`config.mk`:
```
export PLATFORM = sky130hd
export DESIGN_NAME = tl45_decode_pipe
export DESIGN_NICKNAME = d
export VERILOG_FILES = /design/src/rtl/tl45_decode_pkg.sv /design/src/rtl/tl45_decode_comb.sv /design/src/rtl/tl45_decode_pipe.sv
export SDC_FILE = /design/constraint.sdc
export NUM_CORES = 1
export LEC_CHECK = 0
export ABC_AREA = 1
export CORE_ASPECT_RATIO = 1.5
export CORE_MARGIN = 4
export CORE_UTILIZATION = 56
export CTS_CLUSTER_SIZE = 20
export DETAILED_ROUTE_END_ITERATION = 16
export PLACE_DENSITY = 0.91
export SLEW_MARGIN = 0
export SYNTH_ARGS = -nofsm -noshare
export SYNTH_HDL_FRONTEND = slang
export SYNTH_SLANG_ARGS = --single-unit
```
`constraint.sdc`:
```
create_clock -name i_clk -period 4.16 [get_ports i_clk]
set_clock_uncertainty 0.1 [all_clocks]
set_input_delay 0.832 -clock i_clk [delete_from_list [all_inputs] [get_ports i_clk]]
set_output_delay 0.832 -clock i_clk [all_outputs]
set_load 0.1 [all_outputs]
```
`src/rtl/tl45_decode_pkg.sv`:
```
// Shared decode definitions for the TL45 decode stage: instruction field
// positions, opcode and mode constants, pipeline state type and the
// instruction legality check used by the combinational decoder.
package tl45_decode_pkg;

    localparam int OPCODE_HI  = 31;
    localparam int OPCODE_LO  = 27;
    localparam int RI_BIT     = 26;
    localparam int LH_BIT     = 25;
    localparam int ZS_BIT     = 24;
    localparam int DR_HI      = 23;
    localparam int DR_LO      = 20;
    localparam int SR1_HI     = 19;
    localparam int SR1_LO     = 16;
    localparam int SR2_HI     = 15;
    localparam int SR2_LO     = 12;
    localparam int IMM_HI     = 15;
    localparam int IMM_LO     = 0;
    localparam int LOW_IMM_HI = 11;
    localparam int LOW_IMM_LO = 0;

    localparam logic [4:0] OP_00 = 5'h00;
    localparam logic [4:0] OP_01 = 5'h01;
    localparam logic [4:0] OP_02 = 5'h02;
    localparam logic [4:0] OP_05 = 5'h05;
    localparam logic [4:0] OP_06 = 5'h06;
    localparam logic [4:0] OP_07 = 5'h07;
    localparam logic [4:0] OP_08 = 5'h08;
    localparam logic [4:0] OP_09 = 5'h09;
    localparam logic [4:0] OP_0C = 5'h0C;
    localparam logic [4:0] OP_0D = 5'h0D;
    localparam logic [4:0] OP_0E = 5'h0E;
    localparam logic [4:0] OP_10 = 5'h10;
    localparam logic [4:0] OP_11 = 5'h11;
    localparam logic [4:0] OP_14 = 5'h14;
    localparam logic [4:0] OP_15 = 5'h15;

    // mode = {ri, lh, zs}
    localparam logic [2:0] MODE_REG = 3'b000;
    localparam logic [2:0] MODE_ZS  = 3'b001;

    typedef enum logic [0:0] {
        ST_RUN  = 1'b0,
        ST_TRAP = 1'b1
    } state_t;

    // Returns 1 when the instruction word encodes a legal operation.
    function automatic logic inst_legal(input logic [31:0] inst);
        logic [4:0]  op;
        logic [2:0]  mode;
        logic        reg_form_clean;
        logic        ok;
        op             = inst[OPCODE_HI:OPCODE_LO];
        mode           = {inst[RI_BIT], inst[LH_BIT], inst[ZS_BIT]};
        reg_form_clean = (mode == MODE_REG) && (inst[LOW_IMM_HI:LOW_IMM_LO] == 12'h000);
        ok             = 1'b0;
        case (op)
            OP_00:                             ok = (inst == 32'h0000_0000);
            OP_01, OP_02, OP_05, OP_06,
            OP_07, OP_08:                      ok = inst[RI_BIT] || reg_form_clean;
            OP_09:                             ok = reg_form_clean;
            OP_0C, OP_0D, OP_14, OP_15:        ok = (mode == MODE_ZS);
            OP_0E:                             ok = (mode == MODE_REG)
                                                    && (inst[DR_HI:DR_LO] == 4'hF)
                                                    && (inst[SR1_HI:SR1_LO] == 4'h0)
                                                    && (inst[IMM_HI:IMM_LO] == 16'h0000);
            OP_10:                             ok = (mode == MODE_REG) && (inst[SR1_HI:SR1_LO] == 4'h0);
            OP_11:                             ok = (mode == MODE_REG) && (inst[DR_HI:DR_LO] == 4'h0);
            default:                           ok = 1'b0;
        endcase
        return ok;
    endfunction

endpackage

```
`src/rtl/tl45_decode_comb.sv`:
```
// Purely combinational TL45 decoder: splits the instruction into fields,
// resolves the immediate and reports whether the word is legal.
module tl45_decode_comb
    import tl45_decode_pkg::*;
#(
    parameter int REG_W = 4
) (
    input  logic [31:0]      inst,
    output logic [4:0]       opcode,
    output logic             ri,
    output logic [REG_W-1:0] dr,
    output logic [REG_W-1:0] sr1,
    output logic [REG_W-1:0] sr2,
    output logic [31:0]      imm,
    output logic             legal
);

    logic [15:0] raw_imm;
    logic [31:0] resolved_imm;

    // Field split, immediate resolution and legality of the incoming word.
    always_comb begin
        opcode  = inst[OPCODE_HI:OPCODE_LO];
        ri      = inst[RI_BIT];
        raw_imm = inst[IMM_HI:IMM_LO];
        if (inst[LH_BIT]) begin
            resolved_imm = {raw_imm, 16'h0000};
        end else if (inst[ZS_BIT]) begin
            resolved_imm = {{16{raw_imm[15]}}, raw_imm};
        end else begin
            resolved_imm = {16'h0000, raw_imm};
        end
        dr    = REG_W'(inst[DR_HI:DR_LO]);
        sr1   = REG_W'(inst[SR1_HI:SR1_LO]);
        sr2   = ri ? '0 : REG_W'(inst[SR2_HI:SR2_LO]);
        imm   = ri ? resolved_imm : 32'h0000_0000;
        legal = inst_legal(inst);
    end

endmodule

```
`src/rtl/tl45_decode_pipe.sv`:
```
// TL45 decode stage: combinational decode feeding an output register with a
// one-entry skid buffer, plus a RUN/TRAP controller that halts intake on an
// illegal instruction when TRAP_ON_ERR is set.
module tl45_decode_pipe
    import tl45_decode_pkg::*;
#(
    parameter int PC_W        = 32,
    parameter int REG_W       = 4,
    parameter int TRAP_ON_ERR = 1
) (
    input  logic             i_clk,
    input  logic             i_reset,
    input  logic             i_flush,
    input  logic             i_valid,
    output logic             o_ready,
    input  logic [PC_W-1:0]  i_pc,
    input  logic [31:0]      i_inst,
    output logic             o_valid,
    input  logic             i_ready,
    output logic [PC_W-1:0]  o_pc,
    output logic [4:0]       o_opcode,
    output logic             o_ri,
    output logic [REG_W-1:0] o_dr,
    output logic [REG_W-1:0] o_sr1,
    output logic [REG_W-1:0] o_sr2,
    output logic [31:0]      o_imm,
    output logic             o_decode_err,
    output logic             o_trap,
    output logic [PC_W-1:0]  o_trap_pc,
    input  logic             i_trap_ack
);

    typedef struct packed {
        logic [PC_W-1:0]  pc;
        logic [4:0]       opcode;
        logic             ri;
        logic [REG_W-1:0] dr;
        logic [REG_W-1:0] sr1;
        logic [REG_W-1:0] sr2;
        logic [31:0]      imm;
    } entry_t;

    localparam entry_t ENTRY_ZERO = '0;

    entry_t          dec_entry;
    logic            dec_legal;
    entry_t          out_q, out_d;
    entry_t          skid_q, skid_d;
    logic            out_valid_q, out_valid_d;
    logic            skid_valid_q, skid_valid_d;
    logic            ready_q, ready_d;
    logic            err_q, err_d;
    logic [PC_W-1:0] trap_pc_q, trap_pc_d;
    state_t          state_q, state_d;

    logic accept;
    logic drain;
    logic take_legal;
    logic take_bad;

    assign dec_entry.pc = i_pc;

    tl45_decode_comb #(
        .REG_W (REG_W)
    ) u_comb (
        .inst   (i_inst),
        .opcode (dec_entry.opcode),
        .ri     (dec_entry.ri),
        .dr     (dec_entry.dr),
        .sr1    (dec_entry.sr1),
        .sr2    (dec_entry.sr2),
        .imm    (dec_entry.imm),
        .legal  (dec_legal)
    );

    assign accept     = i_valid && ready_q;
    assign drain      = out_valid_q && i_ready;
    assign take_legal = accept && dec_legal;
    assign take_bad   = accept && !dec_legal;

    // Next contents of the output register and skid buffer, in program order.
    always_comb begin
        out_d        = out_q;
        out_valid_d  = out_valid_q;
        skid_d       = skid_q;
        skid_valid_d = skid_valid_q;
        err_d        = 1'b0;
        trap_pc_d    = trap_pc_q;
        if (i_flush) begin
            out_valid_d  = 1'b0;
            skid_valid_d = 1'b0;
        end else begin
            if (!out_valid_q || drain) begin
                if (skid_valid_q) begin
                    out_d        = skid_q;
                    out_valid_d  = 1'b1;
                    skid_valid_d = take_legal;
                    if (take_legal) begin
                        skid_d = dec_entry;
                    end
                end else begin
                    out_valid_d = take_legal;
                    if (take_legal) begin
                        out_d = dec_entry;
                    end
                end
            end else if (take_legal) begin
                skid_d       = dec_entry;
                skid_valid_d = 1'b1;
            end
            err_d = take_bad;
            if (take_bad && (TRAP_ON_ERR != 0)) begin
                trap_pc_d = i_pc;
            end
        end
    end

    // RUN/TRAP next-state selection and the registered intake-ready decision.
    always_comb begin
        state_d = state_q;
        if (i_flush) begin
            state_d = ST_RUN;
        end else if (i_trap_ack) begin
            state_d = ST_RUN;
        end else if ((state_q == ST_RUN) && take_bad && (TRAP_ON_ERR != 0)) begin
            state_d = ST_TRAP;
        end
        ready_d = (state_d == ST_RUN) && !skid_valid_d;
    end

    // Controller state register.
    always_ff @(posedge i_clk) begin
        if (i_reset) begin
            state_q <= ST_RUN;
        end else begin
            state_q <= state_d;
        end
    end

    // Pipeline registers, error pulse and trap PC.
    always_ff @(posedge i_clk) begin
        if (i_reset) begin
            out_q        <= ENTRY_ZERO;
            out_valid_q  <= 1'b0;
            skid_q       <= ENTRY_ZERO;
            skid_valid_q <= 1'b0;
            ready_q      <= 1'b1;
            err_q        <= 1'b0;
            trap_pc_q    <= '0;
        end else begin
            out_q        <= out_d;
            out_valid_q  <= out_valid_d;
            skid_q       <= skid_d;
            skid_valid_q <= skid_valid_d;
            ready_q      <= ready_d;
            err_q        <= err_d;
            trap_pc_q    <= trap_pc_d;
        end
    end

    assign o_ready      = ready_q;
    assign o_valid      = out_valid_q;
    assign o_pc         = out_q.pc;
    assign o_opcode     = out_q.opcode;
    assign o_ri         = out_q.ri;
    assign o_dr         = out_q.dr;
    assign o_sr1        = out_q.sr1;
    assign o_sr2        = out_q.sr2;
    assign o_imm        = out_q.imm;
    assign o_decode_err = err_q;
    assign o_trap       = (state_q == ST_TRAP);
    assign o_trap_pc    = trap_pc_q;

endmodule

```
==> flow_metrics.env, run 1 <==
export IMPL_status="complete, no violations"
export IMPL_placed_area_sq_mm=0.0110
export IMPL_synth_seq_cells=201
export IMPL_p_int_uw=3230
export IMPL_cp_arrival_ps=3470
export IMPL_via_per_inst=5.27
export IMPL_cts_hold_buf=0
export IMPL_post_place_cells=1725
export IMPL_cts_max_path_buffers=3
export IMPL_yosys_warnings=0
export IMPL_place_congestion=0.867
export IMPL_root_buffer="clkbuf_16"
export IMPL_nNetsFinal=1611
export IMPL_worstPathMaxFanout=81
export IMPL_critPathMaxStageDelay_ps=690
export IMPL_numCtsBuffers=20
export IMPL_antenna_found_initial=1
export IMPL_p_sw_frac=0.288
export IMPL_finalMaxSlewViolations=0
export IMPL_firstDrtPassIters=5
export IMPL_crit_required_ps=4450
export IMPL_die_w_microns=112
export IMPL_cap_violations=0
export IMPL_grt_pass1_vias=8690
export IMPL_synth_cell_types=25
export IMPL_drc=0
export IMPL_grt_total_usage=0.265
export IMPL_ir_worst_vdd_uv=299
export IMPL_setup_violations=0
export IMPL_holdWs_ps=349
export IMPL_grt_overflow_total=0
export IMPL_cp_top_family="buffers and inverters"
export IMPL_synth_yosys_seq_area_share=0.439
export IMPL_clock_sinks=201
export IMPL_design_area_sq_mm=0.0116
export IMPL_ant_nets=0
export IMPL_timing_critical_path_buf_inv=3
export IMPL_seqPwrFrac=0.440
export IMPL_chipHeight_microns=165
export IMPL_start_util=0.569
export IMPL_clk_pin_slew_ps=70
export IMPL_crit_chain="clkdlybuf4s50_1, inv_1, nand2_1, nor2_1, nand2_1, nor2_1, nand2_1, nand2_2, nor2_4, nor2_8, buf_4, nand3_1, a21oi_1"
export IMPL_vias=9277
export IMPL_core_area_sq_mm=0.0161
export IMPL_tightest_slew_ps=1070
export IMPL_power_uw=4530
export IMPL_synth_nets=1480
export IMPL_avgSynthCellArea_sq_um=6.50
export IMPL_power_frac_comb=0.164
export IMPL_grt_start_max_net_pins=108
export IMPL_path_common_cell="nand2_1"
export IMPL_synth_cells=1410
export IMPL_cts_htree_levels=1
export IMPL_final_cells=1761
export IMPL_cts_resized_gates=0
export IMPL_power_net_switching_uw=1300
export IMPL_clock_fmax_mhz=315
export IMPL_wl_per_cell_microns=14.6
export IMPL_min_path_type="reg -> reg"
export IMPL_leakage_uw=0.00518
export IMPL_rsz0062_at_grt="false"
export IMPL_clock_power_share=0.397
export IMPL_syn2layout_area_growth_pct=26.9
export IMPL_grt_first_pass_wirelength_microns=41200
export IMPL_fin_crit_ps=3180
export IMPL_fp_dieArea_sq_mm=0.0185
export IMPL_io_pins=188
export IMPL_cp_end_kind="flip-flop"
export IMPL_clk_latency_ps=490
export IMPL_postCtsSetupBuffers=0
export IMPL_hold_viol=0
export IMPL_cp_slowest_cell="buf_4"
export IMPL_drt_total_wl_microns=25600
export IMPL_drt_iter0_drc=665
export IMPL_drive_gt1_frac=0.0483
export IMPL_row_count=57
export IMPL_path_class="in -> reg"
export IMPL_setup_tns_ps=0
export IMPL_relSlewSlack=0.281
export IMPL_p_per_area_mw_per_mm2=389
export IMPL_port_buffers=187
export IMPL_start_kind="primary input"
export IMPL_syn_area_sq_mm=0.00917
export IMPL_dp_hpwl_microns=16200
export IMPL_cts_tree="done"
export IMPL_post_route_period_util=0.763
## cell usage after synthesis (all sizes together)
cell type,count,area share
nand2,452,0.19
nor2,268,0.11
dfxtp,201,0.44
inv,117,0.048
nand3,88,0.049
a21oi,85,0.050
o21ai,74,0.040
clkbuf,51,0.021
buf,45,0.035
nand4,23,0.016
clkinv,2,0.00082
o21bai,2,0.0016
o21a,1,0.00082
xor2,1,0.00096
## metal layers
metal	wire length [microns]	track usage	vias to the layer above
met3	1460	0.0308	108
met5	0	0	-
li1	-	-	4607
met2	12800	0.476	390
met4	1520	0.143	0
met1	9820	0.305	4172
## cell usage in the layout (no fill, tap or decap)
cell,count
a21oi_1,75
a21oi_2,10
buf_12,2
buf_2,1
buf_4,16
clkbuf_1,3
clkbuf_16,21
clkbuf_8,8
clkdlybuf4s50_1,186
clkinv_1,1
clkinv_2,3
dfxtp_1,200
dfxtp_4,1
diode_2,1
inv_1,114
inv_2,3
inv_4,1
nand2_1,449
nand2_2,1
nand2_4,2
nand3_1,87
nand3_2,1
nand4_1,23
nor2_1,263
nor2_2,2
nor2_4,2
nor2_8,1
o21a_1,1
o21ai_0,73
o21ai_1,1
o21bai_1,2
xor2_1,1
## worst min-delay path, stage by stage (launching register included)
cell,delay [ps]
dfxtp_1,310
inv_1,50
a21oi_1,50
## through the flow
step | setup slack [ps] | util
finish | 984 | 0.722
global route | 747 | 0.722
CTS | 1020 | 0.722
detailed placement | 550 | 0.681
global placement | 643 | 0.681
floorplan | 1790 | -
## logic make-up (layout without fill, tap and decap cells)
| kind of cell | after synthesis | count (layout) | share of synthesized area |
|---|---|---|---|
| and+or+nand+nor | 831 | 831 | 0.362 |
| xor gates and xnor gates | 1 | 1 | 0.000955 |
| buffers and inverters | 215 | 359 | 0.105 |
| DFF | 201 | 201 | 0.439 |
| other | 0 | 1 | 0 |
| AOI/OAI and AO/OA | 162 | 162 | 0.0933 |
## power by group through the flow
| stage | clock network, uW | registers (uW) | logic (uW) |
|---|---|---|---|
| 2_1_floorplan | 0 | 2350 | 191 |
| 3_3_place_gp | 0 | 2030 | 731 |
| 3_5_place_dp | 0 | 2030 | 736 |
| 4_1_cts | 1830 | 1990 | 741 |
| 5_1_grt | 1910 | 2000 | 783 |
| 6_report | 1800 | 1990 | 741 |
## registers in the layout (all words and copies together) (netlist names)
name          flops
o_sr1             4
o_ri              1
skid_valid_q      1
o_dr              4
o_trap_pc        32
o_trap            1
o_valid           1
o_sr2             4
o_decode_err      1
o_imm            32
o_ready           1
skid_q           82
o_opcode          5
o_pc             32
## worst paths after layout
check / from / endpoint / slack, ps / depth (start not counted)
min reg2reg: skid_q[19] / skid_q[19] / 350 / 2
max reg2reg: skid_valid_q / skid_q[56] / 1700 / 5
min: skid_q[19] / skid_q[19] / 350 / 2
max: i_inst[26] / skid_q[56] / 980 / 13
## layout make-up
class / instances / area [sq um]
fillers: 1280 / 4480
inverters: 119 / 449
clock buffers: 32 / 647
clock inverters: 3 / 15.0
repair buffers: 205 / 2030
flip-flops and latches: 201 / 4030
diodes: 1 / 2.50
multi-input cells: 994 / 4210
well taps: 206 / 258
Note: power is estimated with default switching activity, not from simulation.
==> run 2, diff against run 1 <==
- CORE_UTILIZATION: 56 -> 47
- PLACE_DENSITY: 0.91 -> 0.82
- clock period: 4.16 -> 2.6 ns (I/O delays scaled with it)
==> run 2 against run 1 <==
Net effect:
- clock power rose by 68%
- utilization fell by 10 points
- via count fell by 0.45%
- design area rose by 2.1%
- die area rose by 18%
- sequential power rose by 60%
- critical path depth did not move
- count of clock-buffer cells in the layout fell by 4
- power rose by 64%
- largest cell class unchanged
- highest routed layer unchanged
==> flow_metrics.env, run 2 (same netlist as run 1, synthesis figures left out) <==
export IMPL_status="complete, no violations"
export IMPL_vias=9235
export IMPL_start_util=0.479
export IMPL_cts_htree_levels=1
export IMPL_numCtsBuffers=20
export IMPL_cp_arrival_ps=2640
export IMPL_fin_crit_ps=2360
export IMPL_largest_register_ffs=82
export IMPL_antenna_found_initial=0
export IMPL_placed_area_sq_mm=0.0112
export IMPL_chipHeight_microns=179
export IMPL_diodes=0
export IMPL_dp_hpwl_microns=18000
export IMPL_io_pins=188
export IMPL_core_area_sq_mm=0.0192
export IMPL_crit_required_ps=2880
export IMPL_die_w_microns=122
export IMPL_relSlewSlack=0.633
export IMPL_tightest_slew_ps=544
export IMPL_layout_commonest_cell="nand2_1"
export IMPL_leakage_uw=0.00567
export IMPL_setup_tns_ps=0
export IMPL_cts_resized_gates=0
export IMPL_fp_dieArea_sq_mm=0.0219
export IMPL_row_count=62
export IMPL_cts_max_path_buffers=3
export IMPL_start_kind="primary input"
export IMPL_grt_pass1_vias=8803
export IMPL_post_route_period_util=0.906
export IMPL_clk_pin_slew_ps=60
export IMPL_setup_violations=0
export IMPL_grt_start_max_net_pins=57
export IMPL_regArea_sq_mm=0.00403
export IMPL_via_per_inst=4.99
export IMPL_pre_cts_ws_ps=-229
export IMPL_clock_fmax_mhz=424
export IMPL_regMostFlops="skid_q"
export IMPL_reg2reg_to="skid_q[79]"
export IMPL_mostFrequentLayoutCells="nand2_1, nor2_1, dfxtp_1, buf_4, inv_1"
export IMPL_clock_sinks=201
export IMPL_postCtsSetupBuffers=0
export IMPL_root_buffer="clkbuf_16"
export IMPL_multiInputGateArea_sq_mm=0.00421
export IMPL_cts_tree="done"
export IMPL_place_congestion=0.883
export IMPL_syn2layout_area_growth_pct=29.6
export IMPL_hp_start="skid_q[18]"
export IMPL_design_area_sq_mm=0.0119
export IMPL_worstHoldPathCells=2
export IMPL_grt_first_pass_wirelength_microns=42600
export IMPL_p_per_area_mw_per_mm2=626
export IMPL_firstDrtPassIters=5
export IMPL_min_path_type="reg -> reg"
export IMPL_post_place_cells=1817
export IMPL_clk_latency_ps=490
export IMPL_finalWorstSetupSlack_ps=243
export IMPL_r2r_slack_ps=770
export IMPL_fillers=1752
export IMPL_drive_gt1_frac=0.145
export IMPL_grt_total_usage=0.237
export IMPL_cp_end_kind="flip-flop"
export IMPL_rr_startpoint="skid_valid_q"
export IMPL_min_to="skid_q[18]"
export IMPL_worstPathMaxFanout=24
export IMPL_drt_iter0_drc=646
export IMPL_ant_nets=0
export IMPL_grt_overflow_total=0
export IMPL_wl_per_cell_microns=14.2
export IMPL_cts_hold_buf=0
export IMPL_hold_viol=0
export IMPL_port_buffers=187
export IMPL_rsz0062_at_grt="false"
export IMPL_final_cells=1851
export IMPL_ir_worst_vdd_uv=358
export IMPL_cap_violations=0
export IMPL_nNetsFinal=1653
export IMPL_drc=0
export IMPL_finalMaxSlewViolations=0
export IMPL_drt_total_wl_microns=26300
export IMPL_path_class="in -> reg"
export IMPL_reg2regPathDepth=5
run 2: worst max-delay path by stage:
| stage | from | endpoint | slack [ps] | cells after the start |
|---|---|---|---|---|
| 2_1_floorplan | o_valid | skid_q[10] | 230 | 9 |
| 3_3_place_gp | i_inst[28] | o_imm[6] | -150 | 13 |
| 3_5_place_dp | i_inst[28] | o_imm[1] | -230 | 13 |
| 4_1_cts | i_inst[28] | o_imm[1] | 260 | 13 |
| 5_1_grt | i_inst[28] | o_imm[1] | 6 | 13 |
| 6_report | i_inst[28] | o_imm[1] | 240 | 13 |
run 2: layout make-up:
| type | count | area share |
|---|---|---|
| clock buffers | 28 | 0.0481 |
| flip-flops and latches | 201 | 0.339 |
| repair buffers | 247 | 0.185 |
| inverters | 119 | 0.0378 |
| well taps | 256 | 0.0270 |
| clock inverters | 6 | 0.00885 |
| multi-input cells | 994 | 0.354 |
run 2: through the flow:
stage	total power [uW]	hold slack (ps)	utilization
after detailed placement	4480	338	0.585
after CTS	7490	346	0.620
after global placement	4470	327	0.585
after floorplan	4070	321	-
final	7440	345	0.620
after global routing	7680	373	0.620
run 2: worst max-delay path: stages:
cell and delay [ps]:
clkdlybuf4s50_1 650, clkinv_1 170, nand4_1 110, o21ai_0 80, nand2_1 90, nand2_2 70
o21bai_1 180, nand2_1 120, nand2_4 130, buf_4 280, nand2_1 100, nand2_1 80
nor2_1 40
run 2: where the power goes:
part / leakage, uW / internal (uW) / switching [uW]
Combinational: 0.00371 / 337 / 887
Sequential: 0.00163 / 3150 / 36.9
Clock: 0.000333 / 1830 / 1200
Total: 0.00567 / 5310 / 2130
run 2: per-layer routing:
| layer | global-route usage | vias to the layer above | wire length, microns |
|---|---|---|---|
| met3 | 0.0300 | 75 | 1380 |
| li1 | - | 4703 | - |
| met4 | 0.117 | 0 | 1270 |
| met1 | 0.265 | 4165 | 9970 |
| met5 | 0 | - | 0 |
| met2 | 0.439 | 292 | 13700 |
